### src/rtl/example_mul_share_arb.sv
// Round-robin arbiter that time-shares one signed multiplier among NUM_REQ requesters.
// Products return MUL_STAGES cycles after accept, tagged with the requester index.
module example_mul_share_arb #(
  parameter int unsigned NUM_REQ    = 4,
  parameter int unsigned A_WIDTH    = 14,
  parameter int unsigned B_WIDTH    = 6,
  parameter int unsigned P_WIDTH    = 20,
  parameter int unsigned MUL_STAGES = 2,
  parameter int unsigned ID_WIDTH   = 2
) (
  input  logic                         ap_clk,
  input  logic                         ap_rst_n,
  input  logic [NUM_REQ-1:0]           req_valid,
  output logic [NUM_REQ-1:0]           req_ready,
  input  logic [NUM_REQ*A_WIDTH-1:0]   req_a,
  input  logic [NUM_REQ*B_WIDTH-1:0]   req_b,
  output logic                         rsp_valid,
  output logic [ID_WIDTH-1:0]          rsp_id,
  output logic [P_WIDTH-1:0]           rsp_p,
  output logic                         busy,
  output logic [15:0]                  grant_cnt
);

  // Product registers: stage 0 holds operands unless the multiply is registered at accept.
  localparam int unsigned NP  = (MUL_STAGES == 1) ? 1 : MUL_STAGES - 1;
  localparam int unsigned OFF = MUL_STAGES - NP;
  localparam logic [ID_WIDTH:0] NREQ_W = (ID_WIDTH + 1)'(NUM_REQ);

  logic [ID_WIDTH-1:0]   r_ptr;
  logic [15:0]           r_cnt;
  logic [MUL_STAGES-1:0] r_vld;
  logic [ID_WIDTH-1:0]   r_id [MUL_STAGES];
  logic [P_WIDTH-1:0]    r_p  [NP];

  logic [NUM_REQ-1:0]    w_grant;
  logic [ID_WIDTH-1:0]   w_gnt_idx;
  logic                  w_gnt_any;
  logic [ID_WIDTH:0]     w_cand;
  logic                  w_accept;
  logic [ID_WIDTH-1:0]   w_ptr_nxt;
  logic [A_WIDTH-1:0]    w_sel_a;
  logic [B_WIDTH-1:0]    w_sel_b;
  logic [P_WIDTH-1:0]    w_p_in;
  logic                  w_p_ld;

  function automatic logic [P_WIDTH-1:0] f_mul(input logic [A_WIDTH-1:0] a,
                                               input logic [B_WIDTH-1:0] b);
    logic signed [P_WIDTH-1:0] ax;
    logic signed [P_WIDTH-1:0] bx;
    ax = {{(P_WIDTH - A_WIDTH){a[A_WIDTH-1]}}, a};
    bx = {{(P_WIDTH - B_WIDTH){b[B_WIDTH-1]}}, b};
    return ax * bx;
  endfunction

  // First valid requester scanning upward from ptr, wrapping at NUM_REQ.
  always_comb begin
    w_grant   = '0;
    w_gnt_idx = '0;
    w_gnt_any = 1'b0;
    w_cand    = '0;
    for (int unsigned k = 0; k < NUM_REQ; k++) begin
      w_cand = {1'b0, r_ptr} + (ID_WIDTH + 1)'(k);
      if (w_cand >= NREQ_W) w_cand = w_cand - NREQ_W;
      if (!w_gnt_any && req_valid[w_cand[ID_WIDTH-1:0]]) begin
        w_gnt_any = 1'b1;
        w_gnt_idx = w_cand[ID_WIDTH-1:0];
      end
    end
    if (w_gnt_any && ap_rst_n) w_grant[w_gnt_idx] = 1'b1;
  end

  assign req_ready = w_grant;
  assign w_accept  = w_gnt_any & ap_rst_n;
  assign w_ptr_nxt = (w_gnt_idx == ID_WIDTH'(NUM_REQ - 1)) ? '0 : w_gnt_idx + ID_WIDTH'(1);
  assign w_sel_a   = req_a[32'(w_gnt_idx) * A_WIDTH +: A_WIDTH];
  assign w_sel_b   = req_b[32'(w_gnt_idx) * B_WIDTH +: B_WIDTH];

  always_ff @(posedge ap_clk) begin
    if (!ap_rst_n) begin
      r_ptr <= '0;
      r_cnt <= '0;
    end else if (w_accept) begin
      r_ptr <= w_ptr_nxt;
      r_cnt <= r_cnt + 16'd1;
    end
  end

  generate
    if (MUL_STAGES == 1) begin : g_direct
      assign w_p_in = f_mul(w_sel_a, w_sel_b);
      assign w_p_ld = w_accept;
    end else begin : g_opreg
      logic [A_WIDTH-1:0] r_a;
      logic [B_WIDTH-1:0] r_b;
      always_ff @(posedge ap_clk) begin
        if (!ap_rst_n) begin
          r_a <= '0;
          r_b <= '0;
        end else if (w_accept) begin
          r_a <= w_sel_a;
          r_b <= w_sel_b;
        end
      end
      assign w_p_in = f_mul(r_a, r_b);
      assign w_p_ld = r_vld[0];
    end
  endgenerate

  // Payload registers only load behind a valid entry, so idle outputs hold their last value.
  always_ff @(posedge ap_clk) begin
    if (!ap_rst_n) begin
      r_vld <= '0;
      for (int s = 0; s < MUL_STAGES; s++) r_id[s] <= '0;
      for (int j = 0; j < NP; j++) r_p[j] <= '0;
    end else begin
      r_vld[0] <= w_accept;
      if (w_accept) r_id[0] <= w_gnt_idx;
      for (int s = 1; s < MUL_STAGES; s++) begin
        r_vld[s] <= r_vld[s-1];
        if (r_vld[s-1]) r_id[s] <= r_id[s-1];
      end
      if (w_p_ld) r_p[0] <= w_p_in;
      for (int j = 1; j < NP; j++) begin
        if (r_vld[j-1+OFF]) r_p[j] <= r_p[j-1];
      end
    end
  end

  assign rsp_valid = r_vld[MUL_STAGES-1];
  assign rsp_id    = r_id[MUL_STAGES-1];
  assign rsp_p     = r_p[NP-1];
  assign busy      = |r_vld;
  assign grant_cnt = r_cnt;

endmodule

### config.mk
export PLATFORM = sky130hd
export DESIGN_NAME = example_mul_share_arb
export DESIGN_NICKNAME = d
export VERILOG_FILES = /design/src/rtl/example_mul_share_arb.sv
export SDC_FILE = /design/constraint.sdc
export NUM_CORES = 1
export LEC_CHECK = 0
export ABC_AREA = 1
export CORE_ASPECT_RATIO = 1.2
export CORE_MARGIN = 1
export CORE_UTILIZATION = 30
export CTS_BUF_LIST = sky130_fd_sc_hd__clkbuf_8
export CTS_CLUSTER_SIZE = 24
export DETAILED_ROUTE_END_ITERATION = 12
export GPL_ROUTABILITY_DRIVEN = 0
export GPL_TIMING_DRIVEN = 0
export PLACE_DENSITY = 0.57
export SLEW_MARGIN = 20
export SYNTH_ARGS = -nofsm -noshare
export SYNTH_HDL_FRONTEND = slang
export SYNTH_SLANG_ARGS = --single-unit
### constraint.sdc
create_clock -name ap_clk -period 6.77 [get_ports ap_clk]
set_input_delay 1.354 -clock ap_clk [delete_from_list [all_inputs] [get_ports ap_clk]]
set_output_delay 1.354 -clock ap_clk [all_outputs]
set_load 0.02 [all_outputs]
==> results of run 1 <==
[cell usage after synthesis (4+ instances only)]
library cell,count
fa_1,58
nand2_1,252
o21bai_1,5
edfxtp_1,24
dfxtp_1,40
ha_1,42
nor2_1,54
xnor2_1,10
nand3_1,106
inv_1,160
nor3_1,5
o21ai_0,15
clkbuf_1,11
or2_2,5
a21oi_1,36
buf_2,11
o21ai_1,6
nand4_1,5
nand3b_1,6
inv_2,4
nand2_4,4
nand2_2,6
buf_4,9
[cell type report]
type                       count  area, µm²
fill                        2272      12830
multi-input combinational    638       4202
clock inverter                 7      76.32
buffer                        34      197.7
timing repair buffer         128       1281
sequential                    64       1521
tap                          270      337.8
inverter                     165      621.8
clock buffer                   9      123.9
[worst min-delay path, delay by kind of cell, from the launching register on]
kind / cells / cell delay, ns
DFF: 1 / 0.34
and+or+nand+nor: 1 / 0.07
AOI/OAI and AO/OA: 1 / 0.05
[registers in the layout, summed over array words and instances (netlist names)]
register,count
grant_cnt,16
g_opreg.r_a,14
r_vld,2
r_p,20
g_opreg.r_b,6
r_ptr,2
r_id,4
[stage by stage]
stage / power, mW / util / area, µm² / setup WS, ns / cells
6_report: 3.698 / 0.3946 / 8362 / 1.541 / 1315
3_3_place_gp: 3.355 / 0.3852 / 8162 / 1.579 / 1299
5_1_grt: 4.123 / 0.3946 / 8362 / 1.357 / 1315
3_5_place_dp: 3.361 / 0.3852 / 8162 / 1.551 / 1299
2_1_floorplan: 2.622 / - / 6543 / 2.476 / 901
4_1_cts: 3.743 / 0.3946 / 8362 / 1.537 / 1315
[power by group]
group	leakage (nW)	switching, mW	internal [mW]
logic	3.59	1.64	1.03
registers	0.594	0.127	0.549
clock network	0.105	0.173	0.174
[logic make-up after synthesis]
logic type | synth area share
flops | 0.2325
fa+ha+maj | 0.2578
buf+inv | 0.1253
simple gates | 0.3052
compound gates | 0.06177
xor+xnor | 0.01740
[per-layer routing]
metal  track usage  up-vias
met5             0        -
met4       0.06144        0
met3       0.03272       26
met2        0.2725      152
met1        0.2014     2686
li1              -     3085
[worst paths after layout]
check	startpoint	endpoint	slack, ns	cells after the start
hold reg to reg	grant_cnt[15]$_SDFFE_PN0P_	grant_cnt[15]$_SDFFE_PN0P_	0.50	2
hold / removal	grant_cnt[15]$_SDFFE_PN0P_	grant_cnt[15]$_SDFFE_PN0P_	0.50	2
setup reg to reg	g_opreg.r_b[3]$_SDFFE_PN0P_	r_p[0][13]$_SDFFCE_PN0P_	1.92	17
setup / recovery	req_valid[2]	req_ready[0]	1.54	14
==> flow_summary.json, run 1 <==
{
  "status": "finished, final reports clean",
  "cpLargestDelayFamily": "buffers and inverters",
  "synth_edf_count": 24,
  "top_layer": "met4",
  "cts_tree": "yes",
  "cts.clk_slew.worst_paths_ns": 0.09,
  "vias_per_cell": 4.524,
  "crit_path_max_fanout": 11,
  "clk_latency_ns": 0.37,
  "fin_crit_ns": 5.229,
  "leakagePower_nw": 4.285,
  "cts_resized": 0,
  "cts-htree-levels": 3,
  "worst_path_largest_cell_delay_ns": 0.63,
  "relSlewSlack": 0.5728,
  "synth_seq_cells": 64,
  "endpoint_kind": "output port",
  "async_flop_share": 0,
  "cts-root-buf": "clkbuf_8",
  "die_w_um": 136.8,
  "antenna_cells": 0,
  "setup_tns_ns": 0,
  "synth_area_leader_cell": "fa_1",
  "start_util": 0.3088,
  "slew_violations": 0,
  "io_buffer_count": 128,
  "ys_dominant_reg_cell": "dfxtp_1",
  "grt_pass1_wl_mm": 28.23,
  "critPathKind": "input port to output port",
  "vdd_drop_max_mv": 0.2286,
  "mostFrequentLayoutCell": "nand2_1",
  "skew_ns": 0.01208,
  "wl_met3_um": 878,
  "synth_warnings": 0,
  "drcViolationCount": 0,
  "synth_top_area_share": 0.1775,
  "synthCells": 901,
  "core_area_um2": 21190,
  "post-route-period-util": 0.7724,
  "cts_sinks": 64,
  "dr_total_vias": 5949,
  "nets": 1226,
  "cts_setup_buffers": 0,
  "cts_inserted_buffers": 9,
  "wl_met2_mm": 7.997,
  "wl_met1_mm": 7.757,
  "syn-num-nets": 1087,
  "start_kind": "input port",
  "setup_viol": 0,
  "hold_viol": 0,
  "crit_buf_inv": 6,
  "routed_wl_mm": 17.10,
  "grt_max_degree": 23,
  "track_usage": 0.1616,
  "ant_nets": 0,
  "cp_slowest_cell": "clkdlybuf4s50_1",
  "die_area_um2": 22410,
  "wl_per_cell_um": 13.01,
  "hp-class": "register to register",
  "avgSynthCellArea_um2": 7.261,
  "firstDrtPassIters": 5,
  "power_density_nw_per_um2": 442.2,
  "netlist_area_um2": 6543,
  "synth.distinct_cells": 41,
  "ios": 130,
  "hpwl_mm": 13.95,
  "most-common-layout-cells": "nand2_1, inv_1, clkdlybuf4s50_1",
  "syn2layout_area_growth_pct": 27.81,
  "antenna_found_initial": 0,
  "hold_slack_ns": 0.5043,
  "worstPathArrival_ns": 3.87,
  "drt_iter0_markers": 235,
  "ys_seq_area_frac": 0.2325,
  "max_cap_viol_count": 0,
  "timing.fmax_mhz": 191.2,
  "worst_pin_slew_ns": 0.6349,
  "layout-drive-gt1-share": 0.06411,
  "cp_cell_sequence": "clkdlybuf4s50_1, inv_1, nand2_1, nand3_1, nand2_1, inv_1, nand3_4, nand3_1, nand2_2, buf_2, ha_1, inv_1, nor2_1, clkdlybuf4s50_1",
  "postCtsHoldBufs": 0,
  "overflow": 0,
  "die_h_um": 163.8,
  "grt_pass1_vias": 5848,
  "clockBufferDepth": 2,
  "rsz0062_at_grt": "no",
  "crit_required_ns": 5.42,
  "synth_area_leaders": "fa_1, nand2_1, dfxtp_1",
  "path_common_cell": "inv_1",
  "std_cell_rows": 58
}
Note: power is estimated with default switching activity, not from simulation.
==> run 2, diff against run 1 <==
==> constraint.sdc (replaced) <==
create_clock -name ap_clk -period 5.3 [get_ports ap_clk]
set_input_delay 1.06 -clock ap_clk [delete_from_list [all_inputs] [get_ports ap_clk]]
set_output_delay 1.06 -clock ap_clk [all_outputs]
set_load 0.02 [all_outputs]
==> results of run 2 <==
The final DEF is identical to that of run 1. Status: finished, final reports clean.
Main changes from that run: setup slack after placement 1.551 ns -> 0.4671 ns; setup slack after layout 1.541 ns -> 0.4469 ns; start point of the critical path req_valid[2] -> g_opreg.r_b[3]$_SDFFE_PN0P_; end point of the critical path req_ready[0] -> r_p[0][13]$_SDFFCE_PN0P_; register-to-register setup slack 1.92 ns -> 0.45 ns; total power 3.698 mW -> 4.723 mW; worst IR drop on VDD 0.2286 mV -> 0.2919 mV
==> run 3, diff against run 2 <==
--- a/config.mk
+++ b/config.mk
@@ -14,7 +14,8 @@
 export DETAILED_ROUTE_END_ITERATION = 12
 export GPL_ROUTABILITY_DRIVEN = 0
 export GPL_TIMING_DRIVEN = 0
-export PLACE_DENSITY = 0.57
+export PLACE_DENSITY = 0.52
+export SKIP_LAST_GASP = 1
 export SLEW_MARGIN = 20
 export SYNTH_ARGS = -nofsm -noshare
 export SYNTH_HDL_FRONTEND = slang
==> flow_summary.json, run 3 (same netlist as run 1, synthesis figures left out) <==
{
  "cts-root-buf": "clkbuf_8",
  "routed_wl_mm": 17.70,
  "p_sw_mw": 2.501,
  "crit_required_ns": 5.44,
  "placedCellCount": 1299,
  "endpoint_kind": "register",
  "cp_slowest_cell": "fa_1",
  "power_density_nw_per_um2": 571.6,
  "track_usage": 0.1683,
  "mostFrequentLayoutCell": "nand2_1",
  "p_clk_frac": 0.106,
  "grt_pass1_wl_mm": 28.95,
  "fillers": 2274,
  "setup_tns_ns": 0,
  "drcViolationCount": 0,
  "hold_viol": 0,
  "clk_latency_ns": 0.38,
  "syn2layout_area_growth_pct": 28.17,
  "dr_total_vias": 5900,
  "die_h_um": 163.8,
  "rsz0062_at_grt": "no",
  "hp-class": "register to register",
  "std_cell_rows": 58,
  "cp_cell_sequence": "clkbuf_1, nand2_1, fa_1, fa_1, inv_1, fa_1, fa_1, ha_1, nand3_1, nand3_1, inv_1, o21bai_1, a21oi_1, o21ai_0, nand2_1, nand2_1, nor2_1",
  "relSlewSlack": 0.5522,
  "max_cap_viol_count": 0,
  "grt_pass1_vias": 5858,
  "wl_per_cell_um": 13.46,
  "vdd_drop_max_mv": 0.2208,
  "cts.clk_slew.worst_paths_ns": 0.09,
  "largest_register_ffs": 20,
  "ant_nets": 0,
  "firstDrtPassIters": 4,
  "combPwrFrac": 0.714,
  "worst_pin_slew_ns": 0.6655,
  "crit_path_max_fanout": 10,
  "slew_violations": 0,
  "nets": 1226,
  "core_area_um2": 21190,
  "overflow": 0,
  "antenna_cells": 0,
  "layout-drive-gt1-share": 0.06411,
  "reg2reg_slack_ns": 0.45,
  "leakagePower_nw": 4.295,
  "fin_cells": 1315,
  "sequentialPowerShare": 0.180,
  "die_area_um2": 22410,
  "hold_slack_ns": 0.5078,
  "regMostFlops": "r_p",
  "path_common_cell": "fa_1",
  "cts-htree-levels": 3,
  "grt_max_degree": 23,
  "cts_sinks": 64,
  "die_w_um": 136.8,
  "antenna_found_initial": 0,
  "skew_ns": 0.01681,
  "most-common-layout-cells": "nand2_1, inv_1, clkdlybuf4s50_1",
  "start_util": 0.3088,
  "cts_tree": "yes",
  "total_power_mw": 4.793,
  "vias_per_cell": 4.487,
  "multiInputGateArea_um2": 4202,
  "setup_viol": 0,
  "seq_area_um2": 1521,
  "fin_crit_ns": 4.845,
  "p_int_mw": 2.293,
  "hpwl_mm": 14.48,
  "start_kind": "register",
  "swShare": 0.5217,
  "io_buffer_count": 128,
  "clockBufferDepth": 2,
  "post-route-period-util": 0.9142,
  "worstPathArrival_ns": 4.99,
  "cts_setup_buffers": 0,
  "ios": 130,
  "status": "finished, final reports clean",
  "fin_util": 0.3957,
  "cts_inserted_buffers": 9,
  "worst_path_largest_cell_delay_ns": 0.56,
  "critPathKind": "register to register",
  "postCtsHoldBufs": 0,
  "drt_iter0_markers": 202,
  "cts_resized": 0,
  "timing.fmax_mhz": 206.4
}
-- run 3: area by class of cell --
type                    count  share of cell area
well taps                 270             0.04029
flip-flops and latches     64              0.1814
clock buffers               9             0.01477
plain buffers              34             0.02358
multi-input cells         638              0.5010
repair buffers            128              0.1528
inverters                 165             0.07416
clock inverters             7             0.01194
-- run 3: power by group through the flow --
stage | combinational [mW] | clock (mW) | sequential (mW)
5_1_grt | 3.97 | 0.547 | 0.890
3_3_place_gp | 3.43 | 0 | 0.875
6_report | 3.42 | 0.507 | 0.862
3_5_place_dp | 3.45 | 0 | 0.876
2_1_floorplan | 2.43 | 0 | 0.918
4_1_cts | 3.49 | 0.526 | 0.865
-- run 3: worst max-delay path: cells and delay by family, from the launching register on --
family | cells | cell delay, ns
simple gates | 6 | 0.55
compound gates | 3 | 0.67
buf+inv | 3 | 0.53
flops | 1 | 0.49
fa+ha+maj | 5 | 2.37
-- run 3: layer usage --
| metal | routed length, µm | track usage |
|---|---|---|
| met4 | 357 | 0.05894 |
| met1 | 8095 | 0.2108 |
| met5 | 0 | 0 |
| met2 | 8414 | 0.2854 |
| met3 | 829 | 0.03364 |
-- run 3: final timing paths --
kind | start | to | cells after the start
worst max-delay path | g_opreg.r_b[3]$_SDFFE_PN0P_ | r_p[0][13]$_SDFFCE_PN0P_ | 17
worst min-delay path | grant_cnt[7]$_SDFFE_PN0P_ | grant_cnt[7]$_SDFFE_PN0P_ | 2
worst max register to register | g_opreg.r_b[3]$_SDFFE_PN0P_ | r_p[0][13]$_SDFFCE_PN0P_ | 17
worst min register to register | grant_cnt[7]$_SDFFE_PN0P_ | grant_cnt[7]$_SDFFE_PN0P_ | 2
-- run 3: through the flow --
stage                     worst slack, ns  instance area (µm²)
after floorplan                     1.006                 6543
after global placement             0.4746                 8162
after detailed placement           0.4581                 8162
after CTS                          0.4567                 8386
after global routing              0.07098                 8386
final                              0.4546                 8386
